===== src/rtl/mips_load_pkg.sv =====
// mips_load_pkg -- shared types and helpers for the MIPS load controller.
//
// Contents:
//   load_op_t     : load type encoded as MIPS opcode[2:0]
//   state_t       : controller FSM states (IDLE, READ, DONE)
//   ERR_*         : completion status codes reported on err
//   op_is_legal   : whether a load type is executable in this build
//   op_misaligned : whether a load type/byte offset pair violates alignment
//
// Build option: UNALIGNED_LOAD_EN -- when defined, LWL/LWR are legal loads;
// otherwise they are reported as illegal operations.
package mips_load_pkg;

    typedef enum logic [2:0] {
        OP_LB  = 3'b000,
        OP_LH  = 3'b001,
        OP_LWL = 3'b010,
        OP_LW  = 3'b011,
        OP_LBU = 3'b100,
        OP_LHU = 3'b101,
        OP_LWR = 3'b110,
        OP_ILL = 3'b111
    } load_op_t;

    typedef enum logic [1:0] {
        ST_IDLE = 2'd0,
        ST_READ = 2'd1,
        ST_DONE = 2'd2
    } state_t;

    localparam logic [1:0] ERR_OK       = 2'b00;
    localparam logic [1:0] ERR_MISALIGN = 2'b01;
    localparam logic [1:0] ERR_ILLEGAL  = 2'b10;
    localparam logic [1:0] ERR_TIMEOUT  = 2'b11;

    function automatic logic op_is_legal(input load_op_t o);
        logic legal;
        legal = 1'b1;
        if (o == OP_ILL) begin
            legal = 1'b0;
        end
`ifdef UNALIGNED_LOAD_EN
`else
        // LWL/LWR are reported illegal when the merge path is absent.
        if (o == OP_LWL || o == OP_LWR) begin
            legal = 1'b0;
        end
`endif
        return legal;
    endfunction

    function automatic logic op_misaligned(input load_op_t o, input logic [1:0] off);
        logic mis;
        mis = 1'b0;
        case (o)
            OP_LH, OP_LHU: mis = off[0];
            OP_LW:         mis = (off != 2'b00);
            default:       mis = 1'b0;
        endcase
        return mis;
    endfunction

endpackage


===== src/rtl/mem_load_controller_if.sv =====
// mem_load_controller_if -- word-oriented memory read bus.
//
// Signals:
//   mem_read        : read strobe, held until the read is accepted
//   mem_address     : word-aligned byte address
//   mem_byteenable  : lane enables (all lanes for a word read)
//   mem_waitrequest : slave stall; a read completes on an edge where it is low
//   mem_readdata    : little-endian read data (offset 0 = bits 7:0)
// Modports: master (load controller) and slave (memory).
interface mem_load_controller_if;

    logic        mem_read;
    logic [31:0] mem_address;
    logic [3:0]  mem_byteenable;
    logic        mem_waitrequest;
    logic [31:0] mem_readdata;

    modport master (
        output mem_read,
        output mem_address,
        output mem_byteenable,
        input  mem_waitrequest,
        input  mem_readdata
    );

    modport slave (
        input  mem_read,
        input  mem_address,
        input  mem_byteenable,
        output mem_waitrequest,
        output mem_readdata
    );

endinterface


===== src/rtl/load_extend.sv =====
// load_extend -- combinational lane select, extension and partial-word merge.
//
// Ports:
//   op     : load type
//   offset : byte offset within the word (addr[1:0])
//   word   : aligned memory word, little-endian lanes
//   rt_old : previous destination register value (LWL/LWR merge source)
//   result : extended or merged load value
//
// Build option: UNALIGNED_LOAD_EN enables the LWL/LWR merge paths; without
// it those ops produce 0 here (the controller flags them illegal anyway).
module load_extend
    import mips_load_pkg::*;
(
    input  load_op_t    op,
    input  logic [1:0]  offset,
    input  logic [31:0] word,
    input  logic [31:0] rt_old,
    output logic [31:0] result
);

    logic [7:0]  byte_lane;
    logic [15:0] half_lane;

    always_comb begin
        byte_lane = word[7:0];
        case (offset)
            2'd0: byte_lane = word[7:0];
            2'd1: byte_lane = word[15:8];
            2'd2: byte_lane = word[23:16];
            2'd3: byte_lane = word[31:24];
            default: byte_lane = word[7:0];
        endcase
    end

    assign half_lane = offset[1] ? word[31:16] : word[15:0];

`ifdef UNALIGNED_LOAD_EN
    // LWL shifts the word up by 8*(3-k); 3-k on two bits is simply ~k.
    logic [4:0] lwl_sh;
    logic [4:0] lwr_sh;
    assign lwl_sh = {~offset, 3'b000};
    assign lwr_sh = {offset, 3'b000};

    always_comb begin
        result = '0;
        case (op)
            OP_LB:   result = {{24{byte_lane[7]}}, byte_lane};
            OP_LBU:  result = {24'h0, byte_lane};
            OP_LH:   result = {{16{half_lane[15]}}, half_lane};
            OP_LHU:  result = {16'h0, half_lane};
            OP_LW:   result = word;
            // Keep the low 8*(3-k) bits of rt_old below the shifted word.
            OP_LWL:  result = (word << lwl_sh) | (rt_old & ~(32'hFFFF_FFFF << lwl_sh));
            // Keep the high 8*k bits of rt_old above the shifted word.
            OP_LWR:  result = (word >> lwr_sh) | (rt_old & ~(32'hFFFF_FFFF >> lwr_sh));
            default: result = '0;
        endcase
    end
`else
    logic unused_rt_old;
    assign unused_rt_old = ^rt_old;

    always_comb begin
        result = '0;
        case (op)
            OP_LB:   result = {{24{byte_lane[7]}}, byte_lane};
            OP_LBU:  result = {24'h0, byte_lane};
            OP_LH:   result = {{16{half_lane[15]}}, half_lane};
            OP_LHU:  result = {16'h0, half_lane};
            OP_LW:   result = word;
            default: result = '0;
        endcase
    end
`endif

endmodule


===== src/rtl/mem_load_controller.sv =====
// mem_load_controller -- executes one MIPS load per request over a stalling
// word-read bus, with alignment/legality checking and a stall timeout.
//
// Ports:
//   clk, reset    : clock; asynchronous active-high reset
//   start         : load request, accepted only while idle
//   op, addr      : load type and effective byte address (sampled with start)
//   rt_old        : destination register value for LWL/LWR merges
//   busy          : high whenever not idle
//   done          : one-cycle completion pulse
//   result, err   : load value and status, valid while done (0 otherwise)
//   mem           : memory read bus (master side)
//
// Parameter TIMEOUT_CYCLES (1..255): consecutive stalled edges tolerated in
// READ before the load is abandoned with ERR_TIMEOUT.
// Build option: UNALIGNED_LOAD_EN enables LWL/LWR; otherwise they are illegal.
module mem_load_controller
    import mips_load_pkg::*;
#(
    parameter int unsigned TIMEOUT_CYCLES = 16
) (
    input  logic                         clk,
    input  logic                         reset,
    input  logic                         start,
    input  logic [2:0]                   op,
    input  logic [31:0]                  addr,
    input  logic [31:0]                  rt_old,
    output logic                         busy,
    output logic                         done,
    output logic [31:0]                  result,
    output logic [1:0]                   err,
    mem_load_controller_if.master        mem
);

    state_t      state_q, state_d;
    load_op_t    op_q, op_d;
    logic [31:0] addr_q, addr_d;
    logic [31:0] rt_old_q, rt_old_d;
    logic [7:0]  wait_cnt_q, wait_cnt_d;
    logic [31:0] result_q, result_d;
    logic [1:0]  err_q, err_d;

    logic [31:0] ext_result;
    load_op_t    op_in;

    assign op_in = load_op_t'(op);

    load_extend u_extend (
        .op     (op_q),
        .offset (addr_q[1:0]),
        .word   (mem.mem_readdata),
        .rt_old (rt_old_q),
        .result (ext_result)
    );

    always_ff @(posedge clk or posedge reset) begin
        if (reset) begin
            state_q    <= ST_IDLE;
            op_q       <= OP_LB;
            addr_q     <= '0;
            rt_old_q   <= '0;
            wait_cnt_q <= '0;
            result_q   <= '0;
            err_q      <= ERR_OK;
        end else begin
            state_q    <= state_d;
            op_q       <= op_d;
            addr_q     <= addr_d;
            rt_old_q   <= rt_old_d;
            wait_cnt_q <= wait_cnt_d;
            result_q   <= result_d;
            err_q      <= err_d;
        end
    end

    always_comb begin
        state_d    = state_q;
        op_d       = op_q;
        addr_d     = addr_q;
        rt_old_d   = rt_old_q;
        wait_cnt_d = wait_cnt_q;
        result_d   = result_q;
        err_d      = err_q;

        case (state_q)
            ST_IDLE: begin
                if (start) begin
                    op_d       = op_in;
                    addr_d     = addr;
                    rt_old_d   = rt_old;
                    wait_cnt_d = '0;
                    result_d   = '0;
                    // Rejected requests finish without touching memory.
                    if (!op_is_legal(op_in)) begin
                        err_d   = ERR_ILLEGAL;
                        state_d = ST_DONE;
                    end else if (op_misaligned(op_in, addr[1:0])) begin
                        err_d   = ERR_MISALIGN;
                        state_d = ST_DONE;
                    end else begin
                        err_d   = ERR_OK;
                        state_d = ST_READ;
                    end
                end
            end
            ST_READ: begin
                if (!mem.mem_waitrequest) begin
                    result_d = ext_result;
                    err_d    = ERR_OK;
                    state_d  = ST_DONE;
                end else if (wait_cnt_q == 8'(TIMEOUT_CYCLES - 1)) begin
                    // This stalled edge is the TIMEOUT_CYCLES-th in a row.
                    result_d = '0;
                    err_d    = ERR_TIMEOUT;
                    state_d  = ST_DONE;
                end else begin
                    wait_cnt_d = wait_cnt_q + 8'd1;
                end
            end
            ST_DONE: begin
                state_d = ST_IDLE;
            end
            default: begin
                state_d = ST_IDLE;
            end
        endcase
    end

    // Bus outputs decode straight from the state flop so an asynchronous
    // reset removes the read strobe without waiting for a clock edge.
    assign busy               = (state_q != ST_IDLE);
    assign done               = (state_q == ST_DONE);
    assign result             = done ? result_q : 32'h0;
    assign err                = done ? err_q : ERR_OK;
    assign mem.mem_read       = (state_q == ST_READ);
    assign mem.mem_address    = mem.mem_read ? {addr_q[31:2], 2'b00} : 32'h0;
    assign mem.mem_byteenable = mem.mem_read ? 4'b1111 : 4'b0000;

endmodule


===== src/flat_wrapper.sv =====
// flat-port wrapper written by rule: the top's interface ports become plain ports
module mem_load_controller_flat import mips_load_pkg::*;
#(
    parameter int unsigned TIMEOUT_CYCLES = 16
)
  (clk, reset, start, op, addr, rt_old, busy, done, result, err, mem_mem_read, mem_mem_address, mem_mem_byteenable, mem_mem_waitrequest, mem_mem_readdata);
  mem_load_controller_if mem_i ();
  input  logic clk;
  input  logic reset;
  input  logic start;
  input  logic [2:0] op;
  input  logic [31:0] addr;
  input  logic [31:0] rt_old;
  output logic busy;
  output logic done;
  output logic [31:0] result;
  output logic [1:0] err;
  output wire logic [$bits(mem_i.mem_read)-1:0] mem_mem_read;
  output wire logic [$bits(mem_i.mem_address)-1:0] mem_mem_address;
  output wire logic [$bits(mem_i.mem_byteenable)-1:0] mem_mem_byteenable;
  input wire logic [$bits(mem_i.mem_waitrequest)-1:0] mem_mem_waitrequest;
  input wire logic [$bits(mem_i.mem_readdata)-1:0] mem_mem_readdata;
  assign mem_mem_read = mem_i.mem_read;
  assign mem_mem_address = mem_i.mem_address;
  assign mem_mem_byteenable = mem_i.mem_byteenable;
  assign mem_i.mem_waitrequest = mem_mem_waitrequest;
  assign mem_i.mem_readdata = mem_mem_readdata;
  mem_load_controller #(.TIMEOUT_CYCLES(TIMEOUT_CYCLES)) u_core (.clk(clk), .reset(reset), .start(start), .op(op), .addr(addr), .rt_old(rt_old), .busy(busy), .done(done), .result(result), .err(err), .mem(mem_i));
endmodule

===== config.mk =====
export PLATFORM = sky130hd
export DESIGN_NAME = mem_load_controller_flat
export DESIGN_NICKNAME = d
export VERILOG_FILES = /design/src/rtl/mips_load_pkg.sv /design/src/rtl/mem_load_controller_if.sv /design/src/rtl/load_extend.sv /design/src/rtl/mem_load_controller.sv /design/src/flat_wrapper.sv
export SDC_FILE = /design/constraint.sdc
export NUM_CORES = 1
export LEC_CHECK = 0
export ABC_AREA = 0
export BUFFER_PORTS_ARGS = -buffer_cell sky130_fd_sc_hd__buf_2
export CORE_ASPECT_RATIO = 0.9
export CORE_MARGIN = 1.5
export CORE_UTILIZATION = 41
export DETAILED_ROUTE_END_ITERATION = 12
export PLACE_DENSITY_LB_ADDON = 0.1
export SLEW_MARGIN = 30
export SYNTH_ARGS = -nofsm -noshare
export SYNTH_HDL_FRONTEND = slang
export SYNTH_HIERARCHICAL = 1
export SYNTH_SLANG_ARGS = --single-unit

===== constraint.sdc =====
create_clock -name clk -period 6.15 [get_ports clk]
set_input_delay 0.3075 -clock clk [delete_from_list [all_inputs] [get_ports clk]]
set_output_delay 0.3075 -clock clk [all_outputs]
set_load 0.03 [all_outputs]

==> results.md, run 1 <==
- Total count of hold-check failures in the final report: 0
- Arrival @ worst endpoint: 2.60 ns
- Number of global-route vias before repair: 3635
- Residual DRC count: 0
- Floorplan core area: 10700 um^2
- Hold-fix buffers, CTS: 0
- Static power due to leakage: 2.95 nW
- Sinks on Clock Net: 79
- Startpoint kind of the worst setup timing path: flop
- Die height: 102 um
- Grt ovf: 0
- Count of warnings emitted by yosys: 6
- Latest clock arrival within the worst-skew pair: 0.34 ns
- Cell at the root of the clock tree: clkbuf_16
- Achievable frequency: 0.430 GHz
- Hold/Removal Path Class: input port to asynchronous set/reset pin
- Most frequent cells in the layout: 141 x buf_2, 130 x nand2_1, 79 x dfrtp_1
- Overall die area: between 10000 and 15000 um^2
- Routed Antenna Nets: 0
- Fin cells: about 740
- Crit path required time: 6.42 ns
- Most congested layer reported by global routing: met2
- Antenna violations before repair: 0
- DP Cell Count: 720
- Setup Skew: 0.00972 ns
- I/O pin count: 176
- Total negative slack: 0 ns
- Net Switching: 716 uW
- Average via count per standard cell: 5.27
- CTS tree: done
- Cell internal pwr: 1.21 mW
- Met3 Usage GRT: 6.70%
- Global routing met1 resource utilization: between 20 and 30%
- I/O Buffers: 141
- Area used by sequential logic in the layout: 1980 um^2
- Die W: 113 um
- Run status: finished clean
- Critical path start-end classification: flop to flop
- Post-cts repair resize count: 0
- Mean post-synth cell area: 9.20 um^2
- Number of rows created at floorplan: 36
- Part of the total power dissipated in combinational logic: 35.1%
- Total standard cell area after synthesis: 4480 um^2
- Initial cell density of the core: 41.8%
- CTS buffer count: 9
- Clock share of power: 27.0%
- Pin count of the biggest net entering global routing: 80
- FILL cells: just over 1000
- Period utilisation layout: 37.8%
- Tot GR Track Use: between 20% and 30%
- Power per cell area: ~350 nW/um^2
- Relative slew margins: 37.2%
- Area of the multi-input gates: 2220 um^2
- Power share of the sequential group: 37.9%
- Average routed wire per standard cell: 16.2 um
- Global placer's final weighted congestion: 0.849
- Wire length of the first global-routing pass: roughly 19000 um
- Maximum capacitance violations: 0
- GR met2 Demand/Resource: 30.9%
- Buffer depth of the longest clock path: 2
- Number of vias after detailed routing: 3874
- Final net count: roughly 700
- Antenna Cells: 0
- Share of post-route cells with drive strength above 1: 30.1%
- Clock Pin Slew Worst Setup and Hold Paths: 0.06 ns
- DRT Pass-1 Iters: 4
- Initial DRC Count: 222
- Number of failing setup endpoints in the final timing report: 0
- Least-Margin Pin Slew: 0.943 ns
- DP HPWL: 7880 um
- Setup repair after global routing missed its margin: no
- Synthesis-to-layout area growth: 21.1%
- Detailed-route wire length: 11900 um
- Fin. max-slew vios: 0
- Number of instances in the synthesized netlist: 487
- Switching part of the total power: 37.2%
- Nature of the critical path endpoint: flop
- Post-route minimum period: 2.32 ns
- Number of H-tree levels: 3
- Largest fanout on the critical path: 25
- Leading cell type in the layout, fill and taps excluded: buf_2
- Peak supply drop: 0.249 mV
- Post-CTS Setup Bufs: 0
==> power by group through the flow <==
stage	sequential [mW]	combinational (mW)	clock, mW
final	0.730	0.677	0.520
after detailed placement	0.737	0.676	0
after floorplan	0.691	0.577	0
after CTS	0.730	0.678	0.536
after global routing	0.748	0.743	0.555
after global placement	0.731	0.665	0
==> sequential cells by signal (all words and copies together), names as in the netlist <==
signal	cells
u_core/op_q	3
u_core/err_q	2
u_core/addr_q	32
u_core/state_q	2
u_core/wait_cnt_q	8
u_core/result_q	32
==> per-layer routing <==
layer | routed length [um] | part of all wire (%)
met3 | 898 | 7.6
met5 | 0 | 0
met1 | 5570 | 47
met4 | 250 | 2.1
met2 | 5180 | 44
==> critical path: stages, from the launching register on <==
cell	delay (ns)
dfrtp_1	0.96
nand2b_1	0.18
o32a_2	0.64
o211ai_1	0.29
a22o_1	0.17
==> path summary, 6_finish.rpt <==
| path | from | slack, ns | cells after the start | end |
|---|---|---|---|---|
| worst max-delay path | u_core/addr_q[1] | 3.83 | 4 | u_core/result_q[28] |
| worst min-delay path | reset | 0.14 | 3 | u_core/result_q[27] |
| worst max register to register | u_core/addr_q[1] | 3.83 | 4 | u_core/result_q[28] |
| worst min register to register | u_core/addr_q[20] | 0.46 | 2 | u_core/addr_q[20] |
| max in group asynchronous | reset | 5.51 | 3 | u_core/state_q[0] |
| min in group clk | addr[20] | 0.15 | 3 | u_core/addr_q[20] |
==> cell type report <==
cell class	count	share of cell area (%)
multi-input cells	354	40.9
flip-flops and latches	79	36.4
repair buffers	147	13.9
clock buffers	11	4.29
well taps	133	3.07
clock inverters	4	0.876
inverters	7	0.507
==> per-stage QoR <==
stage	hold slack [ns]	area, um^2	util (%)	worst slack [ns]	total power [mW]
final	0.136	5430	50.6	3.83	1.93
after global routing	0.150	5430	50.6	3.69	2.05
after CTS	0.140	5430	50.6	3.83	1.94
after detailed placement	0.455	5150	48.0	3.85	1.41
after global placement	0.450	5140	47.9	3.89	1.40
after floorplan	0.413	4490	-	3.82	1.27
No activity file was read; power rests on OpenSTA's default activity.
==> inputs of run 2 (changes only) <==
- ABC_AREA: 0 -> 1
- clock period: 6.15 -> 1.9 ns (I/O delays scaled with it)
==> results.md, run 2 <==
- Global placer's final weighted congestion: 0.937 (was 0.849)
- Setup Skew: 0.00595 ns (was 0.00972 ns)
- Number of cells traversed by the worst register-to-register path: 7 (was 4)
- Initial DRC Count: 296 (was 222)
- Most frequent cells in the layout: 245 x nand2_1, 141 x buf_2, 139 x nor2_1 (was 141 x buf_2, 130 x nand2_1, 79 x dfrtp_1)
- DP HPWL: 8860 um (was 7880 um)
- Synthesis-to-layout area growth: 26.5% (was 21.1%)
- Detailed-route wire length: 12300 um (was 11900 um)
- Antenna Cells: 0 (unchanged)
- Fin. max-slew vios: 0 (unchanged)
- Clock Pin Slew Worst Setup and Hold Paths: 0.06 ns (about the same)
- Cell at the root of the clock tree: clkbuf_16 (unchanged)
- Average via count per standard cell: 4.49 (was 5.27)
- Count of warnings emitted by yosys: 6 (unchanged)
- Post-cts repair resize count: 0 (unchanged)
- Number of global-route vias before repair: 4183 (was 3635)
- Hold/Removal Path Class: input port to flop (was input port to asynchronous set/reset pin)
- Buffer depth of the longest clock path: 2 (unchanged)
- Overall die area: 12100 um^2 (was 11600 um^2)
- Number of vias after detailed routing: 4555 (was 3874)
- Maximum capacitance violations: 0 (unchanged)
- Total standard cell area after synthesis: 4700 um^2 (was 4480 um^2)
- I/O pin count: 176 (unchanged)
- Average routed wire per standard cell: 12.1 um (was 16.2 um)
- Die W: 116 um (was 113 um)
- Relative slew margins: 52.8% (was 37.2%)
- FILL cells: 1156 (was 1033)
- CTS buffer count: 9 (unchanged)
- Highest metal layer used by the detailed router: met4 (unchanged)
- Final net count: 962 (was 702)
- Met3 wire length: 667 um (was 898 um)
- Startpoint kind of the worst setup timing path: flop (unchanged)
- Peak supply drop: 0.774 mV (was 0.249 mV)
- Grt ovf: 0 (unchanged)
- Total negative slack: 0 ns (unchanged)
- Met1 Wirelength: 5990 um (was 5570 um)
- Static power due to leakage: 3.54 nW (was 2.95 nW)
- Period utilisation layout: 91.0%
- Achievable frequency: between 0.5 and 0.6 GHz
- Nature of the critical path endpoint: output port (was flop)
- Total design power: 8.10 mW (was 1.93 mW)
- Met2 routed WL: 5520 um (was 5180 um)
- Antenna violations before repair: 0 (unchanged)
- Tot GR Track Use: 21.7% (was 21.0%)
- Crit path required time: 1.80 ns (was 6.42 ns)
- Number of instances in the synthesized netlist: 712 (was 487)
- Registers with the most flip-flops: u_core/addr_q: 32 flops, u_core/result_q: 32 flops, u_core/wait_cnt_q: 8 flops (unchanged)
- Run status: finished clean (unchanged)
- Total count of hold-check failures in the final report: 0 (unchanged)
- Cell count of the worst hold path: 3
- Mean post-synth cell area: 6.60 um^2 (was 9.20 um^2)
- Floorplan core area: 11000 um^2 (was 10700 um^2)
- I/O Buffers: 141 (unchanged)
- Least-Margin Pin Slew: 0.707 ns (was 0.943 ns)
- Critical path start-end classification: flop to output port (was flop to flop)
- Die height: 105 um (was 102 um)
- DRT Pass-1 Iters: 5 (was 4)
- Wire length of the first global-routing pass: 20800 um (was 18800 um)
- Arrival @ worst endpoint: 1.63 ns (was 2.60 ns)
- Number of failing setup endpoints in the final timing report: 0 (unchanged)
- Largest fanout on the critical path: 34 (was 25)
- Share of post-route cells with drive strength above 1: 21.7% (was 30.1%)
- Post-route minimum period: 1.73 ns
- Leading cell type in the layout, fill and taps excluded: nand2_1 (was buf_2)
- Sinks on Clock Net: 79 (unchanged)
- Pin count of the biggest net entering global routing: 61 (was 80)
- Latest clock arrival within the worst-skew pair: 0.34 ns (about the same)
- Number of rows created at floorplan: 36 (unchanged)
- CTS tree: done (unchanged)
- Setup repair after global routing missed its margin: no (unchanged)
- Initial cell density of the core: 42.7% (was 41.8%)
- Final design utilization: 54.1% (was 50.6%)
- Routed Antenna Nets: 0 (unchanged)
- Number of H-tree levels: 3 (unchanged)
- Residual DRC count: 0 (unchanged)
- Power per cell area: 1360 nW/um^2 (was 355 nW/um^2)
-- run 2: cell types whose count changed in the layout (fill, tap and decap cells not counted), sizes merged, moves of 6 or more --
cell	change
nand2	+118
a22o	-37
o22ai	-9
and2	-65
buf	+6
inv	+104
dlygate4sd3	+18
a2bb2oi	-7
o211ai	-14
nor2	+138
mux2i	-22
a21oi	+29
nand3	+27
o21ai	+8
-- run 2: what timing repair did --
item	CTS	global route
setup endpoints to repair	0	0
hold buffers	18	0
hold endpoints to repair	47	0
buffers inserted	0	0
-- run 2: area by class of cell --
type / instances / area [um^2] / share of cell area [%]
clock buffer: 12 / 246 / 4.15
timing repair buffer: 171 / 1000 / 16.8
inverter: 111 / 420 / 7.07
sequential: 79 / 1980 / 33.3
clock inverter: 3 / 67.6 / 1.14
tap: 152 / 190 / 3.20
multi-input combinational: 486 / 2040 / 34.4
-- run 2: critical path: stages (launching register included) --
cell      delay, ns
dfrtp_1        0.44
nor2_2         0.18
clkinv_1       0.07
buf_4          0.25
nor2_1         0.13
buf_2          0.21
-- run 2: layer usage --
| layer | track usage [%] | vias up |
|---|---|---|
| met5 | 0 | - |
| met4 | 5.57 | 0 |
| met3 | 5.68 | 10 |
| met2 | 32.7 | 119 |
| met1 | 30.9 | 2044 |
| li1 | - | 2382 |
-- run 2: where the power goes --
group / internal (mW) / switching [mW] / leakage (nW)
Clock: 1.18 / 0.681 / 0.149
Sequential: 2.22 / 0.295 / 0.994
Combinational: 1.15 / 2.59 / 2.40
Total: 4.54 / 3.56 / 3.54
-- run 2: worst paths after layout --
check,start,endpoint,slack [ns]
setup / recovery,u_core/state_q[0],result[15],0.17
hold / removal,addr[21],u_core/addr_q[21],0.007
setup reg to reg,u_core/state_q[0],u_core/err_q[0],0.28
hold reg to reg,u_core/result_q[17],u_core/result_q[17],0.47
max in group asynchronous,reset,u_core/result_q[8],0.82
min in group asynchronous,reset,u_core/addr_q[25],0.41
-- run 2: through the flow --
step	instance area, um^2	cells	hold slack [ns]	setup WS [ns]
2_1_floorplan	4710	713	0.244	0.148
3_3_place_gp	5450	981	0.242	0.318
3_5_place_dp	5450	981	0.243	0.275
4_1_cts	5940	1014	0.000466	0.143
5_1_grt	5940	1014	0.00367	0.0247
6_report	5940	1014	0.00671	0.172
